===== src/rtl/minmax_pkg.sv =====
// Shared types and helpers for the min/max tracker.
// Holds the tracker state encoding, the three-way compare result and the
// saturating increment used by every frame counter.
package minmax_pkg;

    typedef enum logic [1:0] {
        IDLE  = 2'd0,
        ACCUM = 2'd1,
        HOLD  = 2'd2
    } state_t;

    typedef struct packed {
        logic gt;
        logic eq;
        logic lt;
    } cmp_t;

    // Adds one unless the value already sits at the all-ones limit for a
    // cw-bit counter; callers cast the result back to their own width.
    function automatic logic [31:0] sat_inc(input logic [31:0] value, input int unsigned cw);
        logic [31:0] limit;
        limit = (cw >= 32) ? 32'hFFFF_FFFF : ((32'd1 << cw) - 32'd1);
        return (value >= limit) ? value : value + 32'd1;
    endfunction

endpackage


===== src/rtl/signed_cmp3.sv =====
// Combinational signed three-way compare of a_i against b_i.
// Exactly one of gt/eq/lt is set; eq is a plain bitwise equality.
module signed_cmp3
    import minmax_pkg::*;
#(
    parameter int W = 4
) (
    input  logic [W-1:0] a_i,
    input  logic [W-1:0] b_i,
    output cmp_t         cmp_o
);

    // Derive lt from the other two so the result is one-hot by construction.
    always_comb begin
        cmp_o    = '0;
        cmp_o.eq = (a_i == b_i);
        cmp_o.gt = ($signed(a_i) > $signed(b_i));
        cmp_o.lt = !cmp_o.eq && !cmp_o.gt;
    end

endmodule


===== src/rtl/minmax_tracker.sv =====
// Framed signed min/max tracker with a held result handshake.
// Optional feature: define MINMAX_TRACKER_THRESH_EN to add the thresh input,
// the res_above output and the count of samples strictly above thresh.
module minmax_tracker
    import minmax_pkg::*;
#(
    parameter int W  = 4,
    parameter int CW = 8
) (
    input  logic          clk,
    input  logic          rst_n,
    input  logic          in_valid,
    output logic          in_ready,
    input  logic [W-1:0]  in_data,
    input  logic          in_last,
    output logic          res_valid,
    input  logic          res_ready,
    output logic [W-1:0]  res_max,
    output logic [W-1:0]  res_min,
    output logic [CW-1:0] res_count,
    output logic [CW-1:0] res_maxcnt
`ifdef MINMAX_TRACKER_THRESH_EN
    ,
    input  logic [W-1:0]  thresh,
    output logic [CW-1:0] res_above
`endif
);

    state_t        state_q, state_d;
    logic [W-1:0]  maxVal_q, maxVal_d;
    logic [W-1:0]  minVal_q, minVal_d;
    logic [CW-1:0] count_q, count_d;
    logic [CW-1:0] maxCnt_q, maxCnt_d;
    logic          xfer;
    cmp_t          maxCmp;
    cmp_t          minCmp;
    logic          unusedCmpBits;

    signed_cmp3 #(.W(W)) maxCmpInst (
        .a_i   (in_data),
        .b_i   (maxVal_q),
        .cmp_o (maxCmp)
    );

    signed_cmp3 #(.W(W)) minCmpInst (
        .a_i   (in_data),
        .b_i   (minVal_q),
        .cmp_o (minCmp)
    );

`ifdef MINMAX_TRACKER_THRESH_EN
    logic [CW-1:0] above_q, above_d;
    cmp_t          thrCmp;

    signed_cmp3 #(.W(W)) thrCmpInst (
        .a_i   (in_data),
        .b_i   (thresh),
        .cmp_o (thrCmp)
    );

    assign res_above     = above_q;
    assign unusedCmpBits = ^{maxCmp.lt, minCmp.gt, minCmp.eq, thrCmp.eq, thrCmp.lt};
`else
    assign unusedCmpBits = ^{maxCmp.lt, minCmp.gt, minCmp.eq};
`endif

    // Handshake flags depend on registered state only, so no input-to-output path exists.
    assign in_ready   = (state_q != HOLD);
    assign res_valid  = (state_q == HOLD);
    assign xfer       = in_valid && in_ready;
    assign res_max    = maxVal_q;
    assign res_min    = minVal_q;
    assign res_count  = count_q;
    assign res_maxcnt = maxCnt_q;

    // Next-state and accumulator update: first sample seeds, later samples fold in.
    always_comb begin
        state_d  = state_q;
        maxVal_d = maxVal_q;
        minVal_d = minVal_q;
        count_d  = count_q;
        maxCnt_d = maxCnt_q;
`ifdef MINMAX_TRACKER_THRESH_EN
        above_d  = above_q;
`endif
        unique case (state_q)
            IDLE: begin
                if (xfer) begin
                    maxVal_d = in_data;
                    minVal_d = in_data;
                    count_d  = CW'(1);
                    maxCnt_d = CW'(1);
`ifdef MINMAX_TRACKER_THRESH_EN
                    above_d  = thrCmp.gt ? CW'(1) : CW'(0);
`endif
                    state_d  = in_last ? HOLD : ACCUM;
                end
            end
            ACCUM: begin
                if (xfer) begin
                    if (maxCmp.gt) begin
                        maxVal_d = in_data;
                        maxCnt_d = CW'(1);
                    end else if (maxCmp.eq) begin
                        maxCnt_d = CW'(sat_inc(32'(maxCnt_q), CW));
                    end
                    if (minCmp.lt) begin
                        minVal_d = in_data;
                    end
                    count_d = CW'(sat_inc(32'(count_q), CW));
`ifdef MINMAX_TRACKER_THRESH_EN
                    if (thrCmp.gt) begin
                        above_d = CW'(sat_inc(32'(above_q), CW));
                    end
`endif
                    state_d = in_last ? HOLD : ACCUM;
                end
            end
            HOLD: begin
                if (res_ready) begin
                    state_d = IDLE;
                end
            end
            default: begin
                state_d = IDLE;
            end
        endcase
    end

    // State and accumulator registers; reset discards any partial frame.
    always_ff @(posedge clk or negedge rst_n) begin
        if (!rst_n) begin
            state_q  <= IDLE;
            maxVal_q <= '0;
            minVal_q <= '0;
            count_q  <= '0;
            maxCnt_q <= '0;
`ifdef MINMAX_TRACKER_THRESH_EN
            above_q  <= '0;
`endif
        end else begin
            state_q  <= state_d;
            maxVal_q <= maxVal_d;
            minVal_q <= minVal_d;
            count_q  <= count_d;
            maxCnt_q <= maxCnt_d;
`ifdef MINMAX_TRACKER_THRESH_EN
            above_q  <= above_d;
`endif
        end
    end

endmodule

===== config.mk =====
export PLATFORM = sky130hd
export DESIGN_NAME = minmax_tracker
export DESIGN_NICKNAME = d
export VERILOG_FILES = /design/src/rtl/minmax_pkg.sv /design/src/rtl/signed_cmp3.sv /design/src/rtl/minmax_tracker.sv
export SDC_FILE = /design/constraint.sdc
export NUM_CORES = 1
export LEC_CHECK = 0
export ABC_AREA = 1
export BUFFER_PORTS_ARGS = -buffer_cell sky130_fd_sc_hd__buf_2
export CORE_ASPECT_RATIO = 2
export CORE_MARGIN = 2
export CORE_UTILIZATION = 25
export DETAILED_ROUTE_END_ITERATION = 8
export SLEW_MARGIN = 20
export SYNTH_ARGS = -nofsm -noshare
export SYNTH_HDL_FRONTEND = slang
export SYNTH_SLANG_ARGS = --single-unit

===== constraint.sdc =====
create_clock -name clk -period 4.25 [get_ports clk]
set_clock_uncertainty 0.1 [all_clocks]
set_input_delay 0 -clock clk [delete_from_list [all_inputs] [get_ports clk]]
set_output_delay 0 -clock clk [all_outputs]
set_load 0.005 [all_outputs]

==> qor.tcl <==
set qor(num-fill-cells) 735
set qor(synth-edff-count) 0
set qor(drv.max_cap_violation_count) 0
set qor(run_status) {complete, no violations}
set qor(ctsLongestPathBuffers) 2
set qor(synth.most_common_cell) {nand2_1}
set qor(placementRows) 42
set qor(detailroute.via_count) 1530
set qor(transition_time_of_the_tightest_slew_check_pin_ns) 0.597
set qor(synth_warnings) 0
set qor(total_leakage_power_nw) 1.14
set qor(slew_violations) 0
set qor(floorplan.io_pins) 35
set qor(post_synth.cell_area_avg_um2) 7.24
set qor(irDropWorstVdd_v) 0.000180
set qor(clockRootBuffer) {clkbuf_16}
set qor(unrepaired_setup_endpoints_after_global_routing) {no}
set qor(postcts_resize_cnt) 0
set qor(synthesized_netlist_cell_count) 230
set qor(final-hold-violation-count) 0
set qor(finalSetupViolations) 0
set qor(grt_first_pass_wirelength_mm) 6.26
set qor(worst_setup_path_start_kind) {register}
set qor(ys_seq_elements) 26
set qor(cts_tree) {built}
set qor(port_buffers) 34
set qor(drt-initial-drc-count) 65
set qor(num-nets-final) 295
set qor(grt_max_degree) 27
set qor(htree_levels) 1
set qor(die-height_um) 119
set qor(clock_insertion_delay_worst_skew_ns) 0.25
set qor(cts_hold_repair.buffers) 9
set qor(synth_async_sr_flop_share_pct) 100
set qor(crit_fanout) 15
set qor(hold_path.class) {in -> async}
set qor(synthDistinctLibCells) 25
set qor(achievable-frequency_mhz) 543
set qor(cts_sinks) 26
set qor(timing.setup.critical_path_class) {reg -> reg}
set qor(grt.overflow.total) 0
set qor(critical_path_required_ns) 4.34
set qor(postSynth.topFlopCell) {dfrtp_1}
set qor(final_min_period_over_clock_period_pct) 43.3
set qor(critical_path.endpoint_type) {register}
set qor(synthDominantAreaCellType) {dfrtp_1}
set qor(synth_top_cells_by_count) {nand2_1 (88), inv_1 (29), dfrtp_1 (26), nor2_1 (21), nand3_1 (17)}
set qor(groute.usage.overall_pct) 10.6
set qor(start_util_pct) 25.5
set qor(wl_cell_um) 10.0
set qor(worst_slew_margin_relative_to_its_limit_pct) 60.2
set qor(postRouteWirelength_mm) 3.62
set qor(dr_drc_count) 0
set qor(drt_first_pass_iters) 4
set qor(antenna_found_initial) 0
set qor(fin_hold_ws_ns) 0.186
set qor(worstPathArrival_ns) 1.93
set qor(synth_top_area_share_pct) 39.1
set qor(synth.yosys.seq_area_share_pct) 39.1
set qor(num_antenna_cells) 0
set qor(final_util_pct) 32.1
set qor(drt.antenna.violating_nets) 0
set qor(place.detailed.hpwl_mm) 2.73
set qor(netlist_top_cells_area) {dfrtp_1 (39%), nand2_1 (20%), ha_1 (7.5%), inv_1 (6.5%), nand3_1 (5.1%)}
set qor(core_area_um2) 6520
set qor(setup_total_negative_slack_ns) 0
set qor(power.density_nw_per_um2) 345
set qor(die_w_um) 61.7
set qor(syn-num-nets) 249
set qor(number_of_global_route_vias_before_repair) 1423
set qor(die_area_um2) 7360
set qor(cts-buffers-inserted) 3
set qor(gp_congestion) 0.791
set qor(clk_transition_reported_paths_ns) 0.06
set qor(finalWorstPathRequiredPeriod_ns) 1.84
set qor(share_of_layout_cells_above_drive_strength_1_pct) 19.0
set qor(mappedNetlistArea_um2) 1660
set qor(post_cts_buffers) 0
set qor(routed_via_density) 4.23
set qor(layout-area-overhead-vs-synth_pct) 25.8
registers in the layout, indices dropped and copies added, names as in the netlist:
register    count
res_max         4
res_maxcnt      8
res_count       8
state_q         2
res_min         4
layer usage:
metal  GRT usage, %  vias up  routed length [µm]
li1               -      804                   -
met1           14.8      690                1790
met2           17.4       34                1670
met3           1.30        2                 137
met4           1.99        0                  27
met5              0        -                   0
through the flow:
step | power (mW) | area (µm²) | setup WS (ns) | std cells
detailed placement | 0.518 | 1930 | 2.42 | 350
finish | 0.721 | 2090 | 2.41 | 362
global placement | 0.516 | 1930 | 2.42 | 350
CTS | 0.733 | 2090 | 2.40 | 362
floorplan | 0.445 | 1660 | 2.62 | 230
global route | 0.781 | 2090 | 2.17 | 362
cell usage in the layout (no fill, tap or decap), drive strengths merged, types with 2 or more instances in the layout:
| cell | Yosys | layout |
|---|---|---|
| dfrtp | 26 | 26 |
| nand3b | 2 | 2 |
| nand3 | 18 | 18 |
| nor3 | 2 | 2 |
| clkbuf | 0 | 3 |
| a21oi | 3 | 3 |
| nor2 | 22 | 22 |
| nand2 | 96 | 96 |
| ha | 10 | 10 |
| dlygate4sd3 | 0 | 9 |
| o21ai | 9 | 9 |
| buf | 2 | 34 |
| xnor2 | 4 | 4 |
| inv | 30 | 30 |
| xor2 | 3 | 3 |
layout make-up:
class / count / area (µm²) / share of cell area [%]
Inverter: 30 / 113 / 5.38
Multi-Input combinational cell: 172 / 885 / 42.3
Tap cell: 88 / 110 / 5.26
Clock buffer: 3 / 75.1 / 3.59
Sequential cell: 26 / 651 / 31.1
Timing Repair Buffer: 43 / 260 / 12.4
worst paths after layout:
path                                     end       start  slack, ns  cells past startpoint
worst min-delay path              res_max[1]       rst_n       0.19                      2
worst max-delay path              state_q[1]  state_q[1]       2.41                      6
max in group asynchronous       res_count[1]       rst_n       3.47                      2
worst max register to register    state_q[1]  state_q[1]       2.41                      6
min in group clk                  res_min[1]  res_min[1]       0.40                      2
worst min register to register    res_min[1]  res_min[1]       0.40                      2
worst max-delay path, cell delays in order (launching register included):
cell,delay [ns]
dfrtp_1,0.36
inv_1,0.08
nand2_1,0.07
inv_1,0.39
nand2_1,0.09
o21ai_0,0.11
dlygate4sd3_1,0.58
cells by family (layout without fill, tap and decap cells):
family                   after synthesis  after routing  synth area share [%]
AND/OR/NAND/NOR                      141            141                  36.8
buffers and inverters                 32             76                  7.74
flip-flops                            26             26                  39.1
AO/OA/AOI/OAI                         14             14                  5.11
adder cells (fa/ha/maj)               10             10                  7.52
XOR/XNOR                               7              7                  3.68
where the power goes:
group / leakage (nW) / switching (mW) / internal [mW]
registers: 0.340 / 0.0296 / 0.277
clock network: 0.0370 / 0.0779 / 0.124
logic: 0.760 / 0.128 / 0.0841
Note: power is estimated with default switching activity, not from simulation.
